--- src/rtl/sat_counter.sv ---
// Saturating up-counter with synchronous clear.
module sat_counter #(
    parameter int W = 8
) (
    input  logic         clk,
    input  logic         clr_i,
    input  logic         inc_i,
    output logic [W-1:0] cnt_o
);

    logic [W-1:0] cnt_q;
    logic [W-1:0] cnt_d;

    always_comb begin
        cnt_d = cnt_q;
        if (inc_i && (cnt_q != '1)) begin
            cnt_d = cnt_q + W'(1);
        end
    end

    always_ff @(posedge clk) begin
        if (clr_i) begin
            cnt_q <= '0;
        end else begin
            cnt_q <= cnt_d;
        end
    end

    assign cnt_o = cnt_q;

endmodule

--- config.mk ---
export PLATFORM = sky130hd
export DESIGN_NAME = sat_counter
export DESIGN_NICKNAME = d
export VERILOG_FILES = /design/src/rtl/sat_counter.sv
export SDC_FILE = /design/constraint.sdc
export NUM_CORES = 1
export LEC_CHECK = 0
export ABC_AREA = 0
export CAP_MARGIN = 20
export CELL_PAD_IN_SITES_DETAIL_PLACEMENT = 0
export CELL_PAD_IN_SITES_GLOBAL_PLACEMENT = 1
export CORE_AREA = 2 2 39 41
export CTS_BUF_LIST = sky130_fd_sc_hd__clkbuf_8
export DETAILED_ROUTE_END_ITERATION = 12
export DIE_AREA = 0 0 41 43
export PLACE_DENSITY = 0.69
export SKIP_LAST_GASP = 1
export SYNTH_ARGS = -nofsm -noshare
export SYNTH_HDL_FRONTEND = slang
export SYNTH_SLANG_ARGS = --single-unit
--- constraint.sdc ---
create_clock -name clk -period 1.67 [get_ports clk]
set_input_delay 0.2505 -clock clk [delete_from_list [all_inputs] [get_ports clk]]
set_output_delay 0.2505 -clock clk [all_outputs]
set_load 0.005 [all_outputs]
Word level (Yosys, flattened, before mapping)
Index checks and enable logic that the tools add are counted.
{"block": "word_totals", "word_cells": 4, "register_bits": 8, "inputBits": 3}
{"block": "op_classes", "reduce_logical": 1, "addsub": 1, "n_eq_ne": 1}
{"operator": "adder 8 x 1 -> 8 bit (second input constant)", "n": 1}
{"operator": "!= test 8 bit (second input constant)", "n": 1}
{"operator": "logical AND 1 bit", "n": 1}

Depth between registers and ports, before layout
Gate-level depths: netlist of the first run.
{"block": "logic_depth", "ltp_word": 2, "mapped_depth": 4}

Worst setup path before layout of the first run
No wires, ideal clock.
{"block": "synth_timing", "path_type": "register to register", "startpoint": "register cnt_q[0] (netlist: cnt_o[0])", "endpoint": "register cnt_q[0] (netlist: cnt_o[0])", "path_buffers": 0, "synth_period_minus_slack_ns": 1.366, "path_stages_with_launch": 5, "t_arrival_ns": 1.245, "path_slack_ns": 0.304, "setup_time_ns": 0.121, "cell_sequence": "dfxtp_1 ha_1 and3_4 a21boi_4 mux2_4"}
{"block": "synth_between", "elab_chain_cells": 2, "word_cells_on_any_way": 3, "cone_classes": "add/sub: 1; eq/ne: 1; reduce/logical: 1"}
{"element": "start: declaration", "line_no": "11", "text": "logic [W-1:0] cnt_q;"}
{"element": "start signal: assignment", "line_no": "25", "text": "cnt_q <= cnt_d;"}
{"element": "branches (longest 2 deep; another with adder 8 x 1 -> 8 bit)"}
Parallel ways; which one is timed is not known.
A chain may end at the register's enable or synchronous reset.

Final worst setup path of the first run
{"block": "layout_timing", "startpoint": "register cnt_q[3] (netlist: cnt_o[3])", "endpoint": "output port cnt_o[3]"}
{"element": "end: declaration", "line_no": "8", "text": "output logic [W-1:0] cnt_o"}
No word-level cell between the ends.

==> results of run 1 <==
## area by class of cell
cell class,instances,area share
timing repair buffer,12,0.1933
clock buffer,3,0.06933
tap,16,0.03361
inverter,1,0.006303
multi-input combinational,36,0.4286
sequential,8,0.2689
## metrics by stage
| step | std cells | hold WS (ps) | utilization |
|---|---|---|---|
| after global routing | 76 | 534.8 | 0.4304 |
| after global placement | 73 | 501.4 | 0.4005 |
| final | 76 | 505.5 | 0.4304 |
| after floorplan | 46 | 322.6 | - |
| after CTS | 76 | 516.2 | 0.4304 |
| after detailed placement | 73 | 507.7 | 0.4005 |
## worst min path at each step
stage                     startpoint        to  slack, ps  cells past startpoint
after floorplan                clr_i  cnt_o[7]        320                      1
after global placement      cnt_o[1]  cnt_o[1]        500                      2
after detailed placement    cnt_o[1]  cnt_o[1]        510                      2
after CTS                   cnt_o[1]  cnt_o[1]        520                      2
after global routing        cnt_o[5]  cnt_o[5]        530                      1
final                       cnt_o[1]  cnt_o[1]        510                      2
## layer usage
metal  vias up  global-route usage
li1        207                   -
met1       185              0.1608
met2        11              0.1906
met3         2             0.04712
met4         0             0.08000
met5         -                   0
## power by group
group / switching, mW / leakage (nW) / internal [mW] / total (mW)
registers: 0.00475 / 0.0648 / 0.197 / 0.202
clock network: 0.0737 / 0.0216 / 0.156 / 0.230
logic: 0.0170 / 0.132 / 0.0271 / 0.0440
## Yosys cell counts
cell and n:
dfxtp_1 8, nand3_1 2, and2b_2 1, a311oi_1 1
a21oi_1 5, buf_6 1, nand2_1 5, and3_4 1
mux2i_1 1, inv_1 1, o21ai_1 1, o21bai_1 2
nor3_1 2, a211oi_1 2, nand4_1 2, or3_2 1
nand2b_1 1, ha_1 1, a21boi_4 1, a31oi_1 1
o311a_1 1, and4_1 2, mux2_4 1, a21boi_0 1
nor2_1 1
## cells by family (layout without fill, tap and decap cells)
group | after synthesis | in the layout
buf+inv | 2 | 16
compound gates | 15 | 15
flops | 8 | 8
fa+ha+maj | 1 | 1
simple gates | 18 | 18
mux | 2 | 2
==> impl_metrics.csv, run 1 <==
group,metric,value,unit
floorplanning,dieArea,1763,µm²
pwr,p_leak,0.2181,nW
synthesis,synth.area.mux_share,0.05814,
grt,grt_pass1_vias,356,
setup_path,r2r_end,"cnt_o[0]",
setup_path,worst-path-stages,1,
setup_path,r2r_start,"cnt_o[1]",
cts,cts_setup_buffers,0,
setup_path,slowest_stage,"clkdlybuf4s50_1",
timing,period_share,0.8771,
cts,clock_latency,230,ps
timing,setup_viol,0,
run,maxCapViolations,0,
cells_and_area,nFillCells,151,
synthesis,syn_nets,50,
route,topRoutingLayerUsed,"met4",
pwr,ir_worst_vdd,0.3986,mV
cells_and_area,drive_gt1_frac,0.1667,
timing,timing.fmax,0.6827,GHz
pwr,pwr_density_cell,798.1,nW/µm²
timing,slew_headroom,0.8196,
route,wl_per_cell,11.93,µm
cells_and_area,final_cell_mix,"clkdlybuf4s50_1 (10), dfxtp_1 (8), a21oi_1 (5), nand2_1 (5), clkbuf_8 (3)",
synthesis,synth_top_family_by_area,"compound AO/OA/AOI/OAI gates",
floorplanning,die_y,43,µm
timing,fin_ws,205.3,ps
grt,track_usage,0.1325,
route,drc_errors,0,
setup_path,critical_path_required,1420,ps
cts,clock-root-buffer,"clkbuf_8",
timing,fin_crit,1465,ps
synthesis,synth.distinct_cells,25,
grt,grt_max_degree,9,
setup_path,cp_max_fo,8,
cts,cts_resized,0,
route,wl_met2,395,µm
floorplanning,rows,14,
floorplanning,fp.dieW,41,µm
route,drt_iter0_drc,5,
outcome,status,"completed",
setup_path,arrival,1210,ps
setup_path,r2r_slack,270,ps
worst_hold_path,holdCritPathClass,"flop to flop",
floorplanning,start_util,0.3110,
cts,clk_pin_slew,40,ps
synthesis,synth-seq-cells,8,
floorplanning,coreArea,1384,µm²
setup_path,startpoint,"cnt_o[3]",
timing,fin_skew,1.181,ps
synthesis,seq_area_frac_synth,0.3721,
floorplanning,io_pins,11,
synthesis,syn_inst,46,
placed_design,place_area,554.3,µm²
placed_design,portBuffers,10,
cts,clock-sinks,8,
timing,rsz0062_at_grt,"no",
route,drt-vias-per-instance,5.329,
cells_and_area,final_common_cell,"clkdlybuf4s50_1",
route,ant_nets,0,
placed_design,pre_cts_slack,125.6,ps
setup_path,critPathTopFamily,"buffers and inverters",
setup_path,slowest_delay,550,ps
route,dr_wl_met3,60,µm
setup_path,crit_end,"cnt_o[3]",
setup_path,critical_path_class,"flop to output port",
placed_design,place_congestion,0.7598,
cells_and_area,largest_reg_flops,8,
setup_path,end_kind,"output port",
cts,cts_buffers,3,
setup_path,startpoint_type,"flop",
synthesis,synth_top_area_frac,0.3721,
setup_path,rr_worst_depth,4,
synthesis,yosys-top-cells-area,"dfxtp_1 (37%), a21oi_1 (5.8%), a21boi_4 (4.4%)",
synthesis,synth_simple_gate_area_frac,0.2471,
cells_and_area,final_cell_area,595.6,µm²
cts,clockBufferDepth,2,
synthesis,netlist_area,430.4,µm²
timing,slew_viol_final,0,
cells_and_area,regArea,160.2,µm²
synthesis,synth_xor_area_frac,0,
timing,final_hold_viol_count,0,
route,vias,405,
grt,overflow,0,
timing,worst_pin_slew,270.6,ps
pwr,fin_total_pwr,475.3,µW
route,totalWireLength,907,µm
timing,tns,0,ps
synthesis,synth_adder_area_share,0.02907,
cells_and_area,multi_input_area,255.2,µm²
synthesis,synth_largest_area_cell,"dfxtp_1",
cells_and_area,diodes,0,
grt,grt_antenna_before_repair,0,
synthesis,postSynthAreaPerCell,9.357,µm²
cts,htree_levels,1,
cells_and_area,syn_to_final_growth,38.37,%
cells_and_area,finalNetCount,66,
route,wl_met1,429,µm
route,dr.pass1.iters,4,
placed_design,hpwl,685.5,µm
synthesis,yosys_warnings,0,
cts,hold_buffers,0,
grt,grt_pass1_wl,1559,µm
setup_path,worstPathCellList,"clkdlybuf4s50_1",
cts,cts_tree,"done",
synthesis,synth_compound_area_frac,0.2587,
setup_path,crit_buf_inv,1,
No activity file was read; power rests on OpenSTA's default activity.
==> inputs of run 2 (changes only) <==
--- a/config.mk
+++ b/config.mk
@@ -13,7 +13,7 @@
 export CTS_BUF_LIST = sky130_fd_sc_hd__clkbuf_8
 export DETAILED_ROUTE_END_ITERATION = 12
 export DIE_AREA = 0 0 41 43
-export PLACE_DENSITY = 0.69
+export PLACE_DENSITY_LB_ADDON = 0.08
 export SKIP_LAST_GASP = 1
 export SYNTH_ARGS = -nofsm -noshare
 export SYNTH_HDL_FRONTEND = slang
==> run 2 against run 1 <==
  * Via count shrank 3.7%
  * Global-route usage grew 0.62 points
  * Cell area shrank 1.3%
  * Clock power is essentially flat
  * Critical path depth is the same
  * Fmax shrank 1.9%
  * Hold slack gained 17 ps
  * Clock-buffer cell count is the same
  * First-iteration DRC count grew to 3.2 times the previous value
  * Sequential power is essentially flat
  * Largest power group unchanged
==> impl_metrics.csv, run 2 (synthesis results as in run 1) <==
group,metric,value,unit
outcome,status,"completed",
route,totalWireLength,1000,µm
grt,grt_max_degree,9,
grt,overflow,0,
timing,fin_skew,1.151,ps
route,drc_errors,0,
cells_and_area,multi_input_area,255.2,µm²
placed_design,place_congestion,0.7469,
setup_path,worstPathCellList,"clkdlybuf4s50_1",
grt,grt_pass1_vias,362,
timing,worst_pin_slew,278.1,ps
route,ant_nets,0,
pwr,ir_worst_vdd,0.3890,mV
cts,clk_pin_slew,40,ps
cells_and_area,final_cell_mix,"clkdlybuf4s50_1 (10), dfxtp_1 (8), a21oi_1 (5), nand2_1 (5), clkbuf_8 (3)",
pwr,pwr_density_cell,800.8,nW/µm²
setup_path,slowest_stage,"clkdlybuf4s50_1",
cts,clock_latency,220,ps
worst_hold_path,hp-start,"cnt_o[1]",
floorplanning,start_util,0.3110,
setup_path,crit_buf_inv,1,
route,drt_iter0_drc,16,
setup_path,r2r_end,"cnt_o[0]",
timing,slew_headroom,0.8146,
pwr,fin_total_pwr,470.9,µW
setup_path,r2r_slack,230,ps
cts,hold_buffers,0,
pwr,p_leak,0.2130,nW
timing,period_share,0.8939,
floorplanning,coreArea,1384,µm²
floorplanning,dieArea,1763,µm²
cts,clock-sinks,8,
cts,clockBufferDepth,2,
cells_and_area,nFillCells,145,
cts,cts_buffers,3,
cells_and_area,regArea,160.2,µm²
cells_and_area,diodes,0,
setup_path,startpoint_type,"flop",
setup_path,slowest_delay,560,ps
cells_and_area,largest_reg_flops,8,
route,dr.pass1.iters,4,
timing,setup_viol,0,
setup_path,critical_path_required,1420,ps
cells_and_area,finalNetCount,65,
worst_hold_path,whs_path_depth,2,
route,drt-vias-per-instance,5.200,
worst_hold_path,min_to,"cnt_o[1]",
setup_path,critPathTopFamily,"buffers and inverters",
cts,clock-root-buffer,"clkbuf_8",
setup_path,cp_max_fo,8,
timing,fin_crit,1493,ps
setup_path,critical_path_class,"flop to output port",
grt,track_usage,0.1387,
floorplanning,io_pins,11,
cts,cts_setup_buffers,0,
cts,htree_levels,1,
grt,grt_antenna_before_repair,0,
worst_hold_path,holdCritPathClass,"flop to flop",
timing,rsz0062_at_grt,"no",
cts,cts_resized,0,
cells_and_area,drive_gt1_frac,0.1525,
setup_path,r2r_start,"cnt_o[0]",
floorplanning,die_y,43,µm
route,wl_per_cell,13.33,µm
cts,cts_tree,"done",
cells_and_area,final_common_cell,"clkdlybuf4s50_1",
setup_path,rr_worst_depth,4,
floorplanning,rows,14,
cells_and_area,syn_to_final_growth,36.63,%
timing,final_hold_viol_count,0,
route,vias,390,
floorplanning,fp.dieW,41,µm
timing,timing.fmax,0.6699,GHz
setup_path,end_kind,"output port",
run,maxCapViolations,0,
placed_design,hpwl,758.4,µm
placed_design,portBuffers,10,
grt,grt_pass1_wl,1593,µm
timing,tns,0,ps
timing,slew_viol_final,0,
setup_path,arrival,1240,ps
==> run 2: cell count changes in the layout (fill, tap and decap cells not counted) <==
cell,delta
buf_4,-1
==> run 2: metrics by stage <==
stage               cell area, µm²  hold WS (ps)  utilization  setup slack, ps  cells
finish                       588.1         523.0       0.4250            177.2     75
global route                 588.1         571.6       0.4250            142.5     75
floorplan                    430.4         322.6            -            303.8     46
CTS                          588.1         525.5       0.4250            194.9     75
detailed placement           546.8         519.3       0.3951            105.5     72
global placement             546.8         495.4       0.3951            148.4     72
==> run 2: per-layer routing <==
metal	up-vias	wire [µm]	track usage
met5	-	0	0
met4	0	6	0.1000
met3	2	51	0.03141
met2	11	473	0.1844
met1	173	470	0.1871
li1	204	-	-
==> run 2: final cells by class <==
cell class              count  share of cell area
inverters                   1            0.006383
multi-input cells          36              0.4340
clock buffers               3             0.07021
repair buffers             11              0.1830
well taps                  16             0.03404
flip-flops and latches      8              0.2723
==> run 2: power by group <==
group	internal (mW)	switching (mW)
Clock	0.156	0.0715
Combinational	0.0242	0.0154
Sequential	0.197	0.00720
Total	0.377	0.0941
==> run 2: worst max path at each step <==
stage	endpoint	cells past startpoint	slack (ps)	from
global route	cnt_o[3]	1	140	cnt_o[3]
global placement	cnt_o[3]	4	150	inc_i
finish	cnt_o[2]	1	180	cnt_o[2]
CTS	cnt_o[2]	1	190	cnt_o[2]
floorplan	cnt_o[0]	4	300	cnt_o[0]
detailed placement	cnt_o[3]	4	110	inc_i
==> inputs of run 3 (changes only) <==
--- a/config.mk
+++ b/config.mk
@@ -13,7 +13,8 @@
 export CTS_BUF_LIST = sky130_fd_sc_hd__clkbuf_8
 export DETAILED_ROUTE_END_ITERATION = 12
 export DIE_AREA = 0 0 41 43
-export PLACE_DENSITY_LB_ADDON = 0.08
+export PLACE_DENSITY = 0.83
+export SETUP_SLACK_MARGIN = 0.4
 export SKIP_LAST_GASP = 1
 export SYNTH_ARGS = -nofsm -noshare
 export SYNTH_HDL_FRONTEND = slang
==> run 3 against run 2 <==
  * Fmax increased by 21%
  * Cell area increased by 11%
  * Wire length increased by 0.30%
  * Critical path depth grew 3
  * Hold slack got worse by 56 ps
  * Critical path type is now flop to flop
  * Largest cell class unchanged
  * Highest routed layer unchanged
==> impl_metrics.csv, run 3 (synthesis results as in run 1) <==
group,metric,value,unit
outcome,status,"completed",
timing,worst_pin_slew,198.0,ps
pwr,internal-power,375.1,µW
pwr,clkPwrFrac,0.479,
floorplanning,io_pins,11,
route,wl_per_cell,12.70,µm
grt,grt_antenna_before_repair,0,
cells_and_area,final_cell_mix,"dlygate4sd2_1 (8), dfxtp_4 (6), a21oi_1 (5), nand2_1 (5), buf_4 (5)",
floorplanning,start_util,0.3110,
timing,fin_skew,0.1831,ps
setup_path,slowest_stage,"dfxtp_4",
placed_design,hpwl,690.1,µm
setup_path,startpoint_type,"flop",
pwr,pwr_density_cell,723.8,nW/µm²
worst_hold_path,hp-start,"cnt_o[5]",
cells_and_area,finalNetCount,69,
setup_path,worstPathCellList,"ha_4 > and3_4 > a21boi_4 > mux2_4",
pwr,pwr-share-seq,0.417,
timing,final_hold_viol_count,0,
pwr,power.net_switching,95.83,µW
worst_hold_path,holdCritPathClass,"flop to flop",
cts,clock_latency,220,ps
setup_path,crit_buf_inv,0,
setup_path,critical_path_class,"flop to flop",
timing,period_share,0.7406,
cts,clk_pin_slew,40,ps
setup_path,critPathTopFamily,"flip-flops",
floorplanning,die_y,43,µm
placed_design,place_congestion,0.7739,
floorplanning,rows,14,
grt,track_usage,0.1407,
route,drt_iter0_drc,4,
cts,clock-sinks,8,
cells_and_area,diodes,0,
pwr,swShare,0.2035,
grt,overflow,0,
grt,grt_pass1_vias,373,
setup_path,arrival,1350,ps
route,dr.pass1.iters,2,
setup_path,cp_max_fo,5,
route,drt-vias-per-instance,5.304,
timing,timing.fmax,0.8085,GHz
route,ant_nets,0,
route,totalWireLength,1003,µm
cts,cts_buffers,3,
floorplanning,dieArea,1763,µm²
pwr,p_leak,0.2899,nW
setup_path,slowest_delay,340,ps
pwr,pwr-share-comb,0.104,
setup_path,critical_path_required,1780,ps
timing,rsz0062_at_grt,"yes",
cells_and_area,final_common_cell,"dlygate4sd2_1",
cts,clock-root-buffer,"clkbuf_8",
cts,htree_levels,1,
cells_and_area,nFillCells,146,
timing,holdWs,466.9,ps
setup_path,end_kind,"flop",
floorplanning,coreArea,1384,µm²
grt,grt_pass1_wl,1642,µm
cells_and_area,syn_to_final_growth,51.16,%
timing,fin_crit,1237,ps
cells_and_area,multi_input_area,270.3,µm²
run,maxCapViolations,0,
cts,cts_tree,"done",
route,vias,419,
cts,hold_buffers,0,
placed_design,portBuffers,10,
route,drc_errors,0,
timing,tns,0,ps
cells_and_area,largest_reg_flops,8,
cells_and_area,regArea,185.2,µm²
timing,setup_viol,0,
grt,grt_max_degree,9,
floorplanning,fp.dieW,41,µm
setup_path,startpoint,"cnt_o[1]",
pwr,ir_worst_vdd,0.3920,mV
cts,clockBufferDepth,2,
timing,slew_headroom,0.8671,
timing,slew_viol_final,0,
cells_and_area,drive_gt1_frac,0.3651,
setup_path,r2r_start,"cnt_o[1]",
-- run 3: changes by cell type in the layout (fill, tap and decap cells not counted), sizes merged --
cell and delta:
clkdlybuf4s50 -9, buf +4, dlymetal6s2s +1, dlygate4sd2 +8
-- run 3: repair_timing --
| action | CTS | global route |
|---|---|---|
| setup endpoints to repair | 11 | 2 |
| pin swaps | 2 | 1 |
| setup buffers | 4 | 0 |
| resized for setup | 20 | 3 |
-- run 3: routing by layer --
layer / track usage / wire [µm] / vias to the layer above
met5: 0 / 0 / -
met4: 0.08000 / 17 / 0
met3: 0.03141 / 51 / 2
met2: 0.1875 / 453 / 10
met1: 0.2000 / 480 / 195
li1: - / - / 212
-- run 3: power groups by stage --
| stage | registers (mW) | clock network [mW] | logic (mW) |
|---|---|---|---|
| final | 0.196 | 0.226 | 0.0489 |
| after global placement | 0.210 | 0 | 0.0410 |
| after detailed placement | 0.210 | 0 | 0.0412 |
| after global routing | 0.197 | 0.243 | 0.0533 |
| after CTS | 0.197 | 0.235 | 0.0488 |
| after floorplan | 0.209 | 0 | 0.0182 |
-- run 3: worst paths after layout --
check	cells past startpoint	slack, ps	to
worst max-delay path	4	430	cnt_o[0]
worst min-delay path	1	470	cnt_o[5]
worst min register to register	1	470	cnt_o[5]
worst max register to register	4	430	cnt_o[0]
-- run 3: metrics by stage --
step | area, µm² | cells | util | power (mW) | setup slack [ps]
final | 650.6 | 79 | 0.4702 | 0.4709 | 433.2
after global routing | 650.6 | 79 | 0.4702 | 0.4935 | 399.3
after CTS | 645.6 | 79 | 0.4665 | 0.4798 | 312.1
after detailed placement | 561.8 | 72 | 0.4060 | 0.2509 | 139.4
after global placement | 561.8 | 72 | 0.4060 | 0.2510 | 154.4
after floorplan | 445.4 | 46 | - | 0.2270 | 402.6
-- run 3: cell type report --
class,instances,area share
multi-input combinational,36,0.4154
sequential,8,0.2846
timing repair buffer,15,0.2000
clock buffer,3,0.06346
tap,16,0.03077
inverter,1,0.005769
-- run 3: worst reg2reg max path: cells and delay by family, from the launching register on --
kind            cells  cell delay, ps
simple gates        1             160
fa+ha+maj           1             170
mux                 1             300
flops               1             340
compound gates      1             150
==> RTL edit: new RTL, settings of run 1 <==
Set the parameter `W` to 10 (it was 8).
--- a/src/rtl/sat_counter.sv
+++ b/src/rtl/sat_counter.sv
@@ -1,5 +1,5 @@
 // Saturating up-counter with synchronous clear.
 module sat_counter #(
-    parameter int W = 8
+    parameter int W = 10
 ) (
     input  logic         clk,
Interface: changed (resized cnt_o); port bits go from 11 to 13. No check against the original RTL was run, so the function may have changed too.
==> RTL edit against run 1 <==
- worst hold slack better by 0.081 ns
- worst setup slack worse by 0.066 ns
- largest power group unchanged
- power is 41% higher
- synthesized area is 33% higher
- sequential cell count is 2 higher
- final area is 29% higher
- register-to-register slack worse by 0.02 ns
- wire length is 60% higher
- utilization is 13 points higher
==> RTL edit: results (changes against run 1) <==
Outcome
  – Outcome: finished clean (unchanged)

Clocking
  – Root Driver: clkbuf_8 (unchanged)

Final layout
  – Share of cells above drive strength 1: 9.88% (was 16.7%)
  – Nets: 86 (was 66)
  – FILL cells: 140 (was 151)
  – Max FFs per register: 10 (was 8)

Setup path
  – Delay-heaviest family, CP: buffers and inverters (unchanged)
  – CP Data Arrival Time: 1.28 ns (was 1.21 ns)

Timing
  – Clock Skews: 0.000644 ns (was 0.00118 ns)
  – Slew HR: 71.7% (was 82.0%)

GRT
  – Tot GR Track Use: 20.5% (was 13.3%)
  – Number of global-route vias before repair: 516 (was 356)
  – Largest net degree at the start of global routing: 12 (was 9)
  – First-pass GRT wire length: 2.36 mm (was 1.56 mm)

Detailed routing
  – Initial drt markers: 9 (was 5)
  – Final wirelength: 1.45 mm (was 907 um)
  – Vias: 578 (was 405)

Logic synthesis
  – XOR/XNOR share of the synthesized area: 0% (unchanged)
  – Sequential fraction of the synthesis area: 34.9% (was 37.2%)
  – Largest cells by area after synthesis: dfxtp_1 (35%), a211oi_1 (7.9%), and4_1 (4.6%) (was dfxtp_1 (37%), a21oi_1 (5.8%), a21boi_4 (4.4%))
  – Synth Area in Compound Gates: 26.6% (was 25.9%)
  – Cell variety after synth: 27 (was 25)
  – Mux share of post-synthesis cell area: 0% (was 5.81%)
  – Fraction of the mapped netlist area in adder cells: 2.18% (was 2.91%)
  – Commonest cells in the netlist: dfxtp_1 (10), a211oi_1 (6), inv_1 (6) (was dfxtp_1 (8), a21oi_1 (5), nand2_1 (5))
  – Syn_nets: 70 (was 50)

Placed design
  – Number of port buffers: 12 (was 10)
  – Detail Placement HPWL: 1.04 mm (was 686 um)

Pwr
  – Leak: 0.251 nW (was 0.218 nW)
  – Worst VDD drop: 488 uV (was 399 uV)
[RTL edit: stage by stage]
| stage | instance area [sq um] | cells | utilization, % | worst slack (ns) |
|---|---|---|---|---|
| 2_1_floorplan | 573 | 66 | - | 0.390 |
| 3_3_place_gp | 716 | 93 | 51.7 | 0.154 |
| 3_5_place_dp | 716 | 93 | 51.7 | 0.134 |
| 4_1_cts | 771 | 97 | 55.7 | 0.136 |
| 5_1_grt | 771 | 97 | 55.7 | 0.0985 |
| 6_report | 771 | 97 | 55.7 | 0.139 |
[RTL edit: area by class of cell]
class                           instances  area (sq um)  area share (%)
Multi-Input combinational cell         47           338            43.8
Inverter                                6          22.5            2.92
Clock buffer                            4          55.1            7.14
Sequential cell                        10           200            26.0
Timing Repair Buffer                   14           135            17.5
Tap cell                               16          20.0            2.60
[RTL edit: logic make-up (layout without fill, tap and decap cells)]
family                     count (synthesis)  after routing
and+or+nand+nor                           26             26
adders and majority gates                  1              1
DFF                                       10             10
AOI/OAI and AO/OA                         20             20
buffers and inverters                      9             24
[RTL edit: worst paths after layout]
path	start	to	slack, ns	cells after the start
max	cnt_o[3]	cnt_o[3]	0.14	1
min	cnt_o[1]	cnt_o[1]	0.59	2
max reg2reg	cnt_o[3]	cnt_o[7]	0.25	3
min reg2reg	cnt_o[1]	cnt_o[1]	0.59	2
[RTL edit: report_power, final]
part            total, W  switching [W]  internal [W]
Combinational  0.0000900      0.0000401     0.0000499
Clock           0.000309       0.000101      0.000208
Sequential      0.000273      0.0000214      0.000252
Total           0.000672       0.000163      0.000509
[RTL edit: layer usage]
| metal | routed length (um) | track usage, % |
|---|---|---|
| met1 | 702 | 28.0 |
| met2 | 668 | 28.1 |
| met3 | 56 | 4.71 |
| met4 | 23 | 12.0 |
| met5 | 0 | 0 |
